<file path="config.mk">
export PLATFORM = sky130hd
export DESIGN_NAME = sig_debounce
export DESIGN_NICKNAME = d
export VERILOG_FILES = /design/src/rtl/sig_deb_pkg.sv /design/src/rtl/sync_ff.sv /design/src/rtl/sig_debounce.sv
export SDC_FILE = /design/constraint.sdc
export NUM_CORES = 1
export LEC_CHECK = 0
export ABC_AREA = 1
export BUFFER_PORTS_ARGS = -buffer_cell sky130_fd_sc_hd__buf_2
export CAP_MARGIN = 20
export CELL_PAD_IN_SITES_DETAIL_PLACEMENT = 0
export CELL_PAD_IN_SITES_GLOBAL_PLACEMENT = 1
export CORE_AREA = 2 2 39 41
export DETAILED_ROUTE_END_ITERATION = 8
export DIE_AREA = 0 0 41 43
export GPL_TIMING_DRIVEN = 0
export MAX_ROUTING_LAYER = met4
export PLACE_DENSITY = 0.62
export RECOVER_POWER = 100
export SLEW_MARGIN = 20
export SYNTH_ARGS = -nofsm -noshare
export SYNTH_HDL_FRONTEND = slang
export SYNTH_SLANG_ARGS = --single-unit
</file>
<file path="constraint.sdc">
create_clock -name clk -period 1.4 [get_ports clk]
set_input_delay 0.42 -clock clk [delete_from_list [all_inputs] [get_ports clk]]
set_output_delay 0.42 -clock clk [all_outputs]
set_load 0.01 [all_outputs]
</file>
<file path="src/rtl/sig_deb_pkg.sv">
// Shared defaults and sizing helper for the sig_debounce input conditioner.
`timescale 1ns/1ps
package sig_deb_pkg;

  localparam int DEB_CYCLES_DEF  = 16;
  localparam int SYNC_STAGES_DEF = 2;

  // Counter width able to hold the values 0..n.
  function automatic int cnt_w(input int n);
    return $clog2(n + 1);
  endfunction

endpackage

</file>
<file path="src/rtl/sync_ff.sv">
// Multi-flop synchroniser bringing one asynchronous bit into the clk domain.
`timescale 1ns/1ps
module sync_ff
  import sig_deb_pkg::*;
#(
  parameter int   SYNC_STAGES = SYNC_STAGES_DEF,
  parameter logic RST_VAL     = 1'b0
) (
  input  logic clk,
  input  logic rst_n,
  input  logic d,
  output logic q
);

  logic [SYNC_STAGES-1:0] stages;

  // NOTE: non-blocking assignments keep every flop sampling the pre-edge value,
  // so the chain shifts by exactly one stage per clock.
  always_ff @(posedge clk or negedge rst_n) begin
    if (!rst_n) begin
      stages <= {SYNC_STAGES{RST_VAL}};
    end else begin
      stages <= {stages[SYNC_STAGES-2:0], d};
    end
  end

  assign q = stages[SYNC_STAGES-1];

endmodule

</file>
<file path="src/rtl/sig_debounce.sv">
// Debouncer: synchronise a bouncy input, accept a new level only after it has
// differed from the current output for DEB_CYCLES consecutive clocks.
`timescale 1ns/1ps
module sig_debounce
  import sig_deb_pkg::*;
#(
  parameter int   SYNC_STAGES = SYNC_STAGES_DEF,
  parameter int   DEB_CYCLES  = DEB_CYCLES_DEF,
  parameter logic RST_VAL     = 1'b0
) (
  input  logic clk,
  input  logic rst_n,
  input  logic sig_i,
  output logic sig_o,
  output logic rise_o,
  output logic fall_o
);

  localparam int            CW       = cnt_w(DEB_CYCLES);
  localparam logic [CW-1:0] CNT_LAST = CW'(DEB_CYCLES - 1);

  logic          s;
  logic [CW-1:0] cnt;

  sync_ff #(
    .SYNC_STAGES (SYNC_STAGES),
    .RST_VAL     (RST_VAL)
  ) u_sync (
    .clk   (clk),
    .rst_n (rst_n),
    .d     (sig_i),
    .q     (s)
  );

  // Mismatch is measured against the accepted level, so any bounce back to
  // sig_o restarts qualification from zero.
  always_ff @(posedge clk or negedge rst_n) begin
    if (!rst_n) begin
      sig_o  <= RST_VAL;
      cnt    <= '0;
      rise_o <= 1'b0;
      fall_o <= 1'b0;
    end else begin
      rise_o <= 1'b0;
      fall_o <= 1'b0;
      if (s == sig_o) begin
        cnt <= '0;
      end else if (cnt == CNT_LAST) begin
        sig_o  <= s;
        cnt    <= '0;
        rise_o <= s;
        fall_o <= ~s;
      end else begin
        cnt <= cnt + CW'(1);
      end
    end
  end

endmodule

</file>
==> results of run 1 <==
-- flip-flops by register name, summed over array words and instances, names as in the netlist --
signal         flops
sig_o              1
fall_o             1
cnt                5
u_sync.stages      2
rise_o             1
-- power breakdown --
| group | internal [mW] | total, mW | switching (mW) |
|---|---|---|---|
| logic | 0.00967 | 0.0252 | 0.0155 |
| clock network | 0.158 | 0.248 | 0.0907 |
| registers | 0.299 | 0.308 | 0.00882 |
| total | 0.466 | 0.581 | 0.115 |
-- path summary, 6_finish.rpt --
kind,cells after the start,to,start,slack [ps]
hold reg to reg,0,u_sync.stages[1],u_sync.stages[0],360
setup reg to reg,4,cnt[0],cnt[0],250
setup / recovery,1,sig_o,sig_o,170
max in group asynchronous,1,cnt[1],rst_n,940
hold / removal,1,sig_o,rst_n,110
min in group clk,1,u_sync.stages[0],sig_i,270
-- final cells by class --
type / instances / area (µm²) / area share [%]
multi-input cells: 24 / 111 / 24.2
clock buffers: 4 / 36.3 / 7.88
well taps: 16 / 20.0 / 4.35
flip-flops and latches: 10 / 250 / 54.3
repair buffers: 5 / 20.0 / 4.35
inverters: 6 / 22.5 / 4.89
-- routing by layer --
| layer | vias to the layer above | wire length [µm] |
|---|---|---|
| li1 | 139 | - |
| met3 | 2 | 29 |
| met4 | 0 | 14 |
| met5 | - | 0 |
| met1 | 114 | 308 |
| met2 | 8 | 251 |
-- cell usage after synthesis --
cell / count
dfrtp_1: 10
ha_1: 1
inv_1: 6
nand2_1: 9
nand2_2: 1
nand3_1: 2
nand4_1: 1
nand4_2: 1
nor2_1: 8
xnor2_1: 1
-- worst register-to-register path, stage by stage (launching register included) --
cell,delay (ps)
dfrtp_1,400
ha_1,230
nand4_1,190
nand2_1,160
nor2_1,60
-- cell families after synthesis --
kind of cell | after synthesis
AND/OR/NAND/NOR | 22
flip-flops | 10
buffers and inverters | 6
XOR/XNOR | 1
adder cells (fa/ha/maj) | 1
-- through the flow --
step | cell area (µm²) | hold slack, ps | utilization, %
after CTS | 474 | 10.1 | 34.3
after detailed placement | 438 | 292 | 31.6
after global routing | 460 | 147 | 33.3
after floorplan | 393 | 124 | -
after global placement | 438 | 290 | 31.6
final | 460 | 111 | 33.3
==> out/metrics.cfg, run 1 <==
[critical_path]
cp_slowest_cell = dfrtp_1
crit_family = flip-flops
arrival_ps = 810
required_ps = 980
cp-end-kind = primary output
slowest_delay_ps = 390
crit_buf_inv = 1
crit_path_start_kind = flip-flop
critPathMaxFanout = 4
critical_path_class = flip-flop to primary output
path_cells = clkbuf_1

[power_and_ir_drop]
power_leakage_nw = 0.232
power_mw = 0.581
peakVddDrop_mv = 0.627
cellPowerDensity_nw_per_um2 = 1260

[layout]
syn_to_final_growth_pct = 17.2
diodes = 0
layout-drive-gt1-share_pct = 10.2
num-fill-cells = 153
nNetsFinal = 54
mostFrequentLayoutCells = 10 x nand2_1, 10 x dfrtp_1, 8 x nor2_1
instances_no_fill = 65

[status]
status = finished, final reports clean

[global_routing]
grt_overflow = 0
grtUsageMet1_pct = 10.3
grt_start_max_net_pins = 11
busiest_layer = met2
grt_pass1_wl_um = 1010
track_usage_pct = 8.94
grt_pass1_vias = 260
use_met2_pct = 12.5
antenna_found_initial = 0
grt_use_met3_pct = 4.71

[yosys]
synth_top_area_cell = dfrtp_1
synth_fp_nets = 44
synth_top_area_share_pct = 63.7
synth_compound_area_share_pct = 0
synthTopCellsByArea = dfrtp_1 64%, nand2_1 8.6%, nor2_1 7.6%, inv_1 5.7%, ha_1 3.2%
synth_adder_area_share_pct = 3.18
synth-simple-area-share_pct = 25.2
syn_area_per_cell_um2 = 9.82
synth_top_family_by_area = simple AND/OR/NAND/NOR gates
ys_ff_latch = 10
synth_area_um2 = 393
netlist-cell-type-count = 10
seq_area_frac_synth_pct = 63.7
synth-xor-area-share_pct = 2.23
postSynthCellCount = 40
yosysWarnings = 0
yosys-mux-area-fraction_pct = 0

[sta]
fin_crit_sh_pct = 88.1
slew_viol_final = 0
tightestPinTransition_ps = 531
final_hold_viol_count = 0
maxSlewHeadroom_pct = 64.6
clock_skew_ps = 1.43
rsz0062_at_grt = no
finalSetupViolCount = 0
min_period_ps = 1230
fmax_ghz = 0.811
layout_setup_ws_ps = 167
setup_tns_ps = 0

[floorplan]
dieArea_um2 = 1760
coreArea_um2 = 1380
initial_utilization_pct = 28.4
num_io_pins = 6
die_width_um = 41
rows = 14
die-height_um = 43

[drt]
postRouteAntennaNets = 0
wl_um = 603
drc = 0
wire_per_inst_um = 9.28
viasPerCell = 4.05
first_iter_violations = 9
drtPass1Iterations = 4
vias = 263

[placed_design]
detailed_place_hpwl_um = 462
dp_cells = 61
portBuffers = 5
gp_congestion = 0.714
post-place-ws_ps = 310

[flow_run]
cap_violations = 0

[cts]
numCtsBuffers = 3
cts_setup_buffers = 0
htree_levels = 1
clock_sinks = 10
cts_hold_buf = 0
post_cts_resized = 0
cts-root-buf = clkbuf_4
clock_latency_ps = 250
clk_pin_slew_ps = 60
cts_tree = yes
cts_buffer_depth = 2

[hold_path]
hp-class = input pin to asynchronous set/reset pin

(Power assumes the default switching activity.)
==> inputs of run 2 (changes only) <==
--- a/config.mk
+++ b/config.mk
@@ -10,9 +10,9 @@
 export CAP_MARGIN = 20
 export CELL_PAD_IN_SITES_DETAIL_PLACEMENT = 0
 export CELL_PAD_IN_SITES_GLOBAL_PLACEMENT = 1
-export CORE_AREA = 2 2 39 41
+export CORE_AREA = 3 3 40 42
 export DETAILED_ROUTE_END_ITERATION = 8
-export DIE_AREA = 0 0 41 43
+export DIE_AREA = 0 0 43 45
 export GPL_TIMING_DRIVEN = 0
 export MAX_ROUTING_LAYER = met4
 export PLACE_DENSITY = 0.62
==> run 2 against run 1 <==
  * Global-route usage rose by 0.12 points
  * Flip-flop and latch count did not move
  * Largest cell class unchanged
  * Critical path depth did not move
  * Largest power group unchanged
  * Hold slack got worse by 8.2 ps
  * Critical endpoint unchanged
  * Combinational power fell by 2%
==> out/metrics.cfg, run 2 (same netlist as run 1, synthesis figures left out) <==
[power_and_ir_drop]
peakVddDrop_mv = 0.487  ; -22%
power_leakage_nw = 0.225  ; -3.1%
cellPowerDensity_nw_per_um2 = 1160  ; -8.3%
power_mw = 0.516  ; -11%

[layout]
multi_input_area_um2 = 111  ; unchanged
num-fill-cells = 132  ; -14%
nNetsFinal = 54  ; unchanged
largest_reg_flops = 5  ; unchanged
reg_top3 = cnt: 5 flops, u_sync.stages: 2 flops
syn_to_final_growth_pct = 13.4
fin_area_um2 = 445  ; -3.3%
diodes = 0  ; unchanged
seqCellArea_um2 = 250  ; unchanged
max_flop_register = cnt
mostFrequentLayoutCells = 10 x nand2_1, 10 x dfrtp_1, 8 x nor2_1
instances_no_fill = 63  ; -3.1%
layout-drive-gt1-share_pct = 8.33  ; -1.9 points

[cts]
clock_latency_ps = 250  ; about the same
post_cts_resized = 0  ; unchanged
htree_levels = 1  ; unchanged
cts_buffer_depth = 2  ; unchanged
cts-root-buf = clkbuf_4
cts_tree = yes
cts_hold_buf = 0  ; unchanged
clock_sinks = 10  ; unchanged
numCtsBuffers = 3  ; unchanged
clk_pin_slew_ps = 60  ; about the same
cts_setup_buffers = 0  ; unchanged

[drt]
postRouteAntennaNets = 0  ; unchanged
drtPass1Iterations = 4  ; unchanged
wire_per_inst_um = 9.92  ; +6.9%
first_iter_violations = 5  ; -4
vias = 274  ; +4.2%
wl_um = 625  ; +3.6%
viasPerCell = 4.35  ; +7.5%
drc = 0  ; unchanged

[sta]
setup_tns_ps = 0  ; unchanged
clock_skew_ps = 3.23  ; +1.80 ps
rsz0062_at_grt = no
maxSlewHeadroom_pct = 66.1  ; +1.5 points
final_hold_viol_count = 0  ; unchanged
hold_ws_ps = 103  ; -8.20 ps
fmax_ghz = 0.814  ; +0.38%
fin_crit_sh_pct = 87.7  ; -0.33 points
min_period_ps = 1230  ; -4.66 ps
tightestPinTransition_ps = 509  ; -22.2 ps
finalSetupViolCount = 0  ; unchanged
slew_viol_final = 0  ; unchanged

[critical_path]
slowest_delay_ps = 380  ; about the same
critical_path_class = flip-flop to primary output
crit_path_start_kind = flip-flop
crit_buf_inv = 1  ; unchanged
arrival_ps = 810  ; about the same
critPathMaxFanout = 4  ; unchanged
path_cells = clkbuf_1
required_ps = 980  ; about the same
cp-end-kind = primary output
cp_slowest_cell = dfrtp_1
crit_family = flip-flops

[placed_design]
portBuffers = 5  ; unchanged
placed_cell_area_um2 = 437  ; -0.29%
dp_cells = 60  ; -1.6%
gp_congestion = 0.717  ; +0.38%

[global_routing]
antenna_found_initial = 0  ; unchanged
grt_overflow = 0  ; unchanged
grt_pass1_wl_um = 1100  ; +9.6%
grt_start_max_net_pins = 11  ; unchanged
track_usage_pct = 9.06  ; +0.12 points
grt_pass1_vias = 257  ; -1.2%

[floorplan]
die_width_um = 43  ; +4.9%
coreArea_um2 = 1280  ; -7.1%
num_io_pins = 6  ; unchanged
rows = 13  ; -1
die-height_um = 45  ; +4.7%
initial_utilization_pct = 30.6  ; +2.2 points
dieArea_um2 = 1940  ; +9.8%

[flow_run]
cap_violations = 0  ; unchanged

[status]
status = finished, final reports clean

[hold_path]
hp-class = input pin to asynchronous set/reset pin

==> run 2: cell count changes in the layout (fill, tap and decap cells not counted) <==
cell / delta
clkbuf_8: -1
==> run 2: per-layer routing <==
layer / wire, µm / up-vias / track usage, % / part of all wire, %
li1: - / 139 / - / -
met1: 239 / 124 / 8.31 / 38
met2: 320 / 9 / 13.8 / 51
met3: 54 / 2 / 3.98 / 8.6
met4: 10 / 0 / 9.04 / 1.6
met5: 0 / - / - / 0
==> run 2: power breakdown <==
part           leakage, nW  total (mW)  internal (mW)  switching, mW
Combinational       0.0790      0.0248        0.00963         0.0152
Clock               0.0138       0.183         0.0986         0.0846
Sequential           0.133       0.308          0.299        0.00878
Total                0.225       0.516          0.407          0.109
==> run 2: area by class of cell <==
| cell class | count | share of cell area (%) |
|---|---|---|
| Clock buffer | 3 | 5.06 |
| Inverter | 6 | 5.06 |
| Multi-Input combinational cell | 24 | 25.0 |
| Sequential cell | 10 | 56.2 |
| Tap cell | 15 | 4.21 |
| Timing Repair Buffer | 5 | 4.49 |
==> run 2: path summary, 6_finish.rpt <==
kind | start | to | slack, ps | cells past startpoint
worst min-delay path | rst_n | rise_o | 100 | 1
max in group asynchronous | rst_n | cnt[3] | 950 | 1
worst min register to register | u_sync.stages[0] | u_sync.stages[1] | 360 | 0
worst max-delay path | sig_o | sig_o | 170 | 1
min in group clk | sig_i | u_sync.stages[0] | 270 | 1
worst max register to register | cnt[0] | cnt[0] | 310 | 4
==> run 2: per-stage QoR <==
stage | setup slack [ps] | utilization (%)
after floorplan | 429 | -
after global placement | 342 | 34.0
after detailed placement | 349 | 34.0
after CTS | 162 | 35.7
after global routing | 134 | 34.7
final | 172 | 34.7
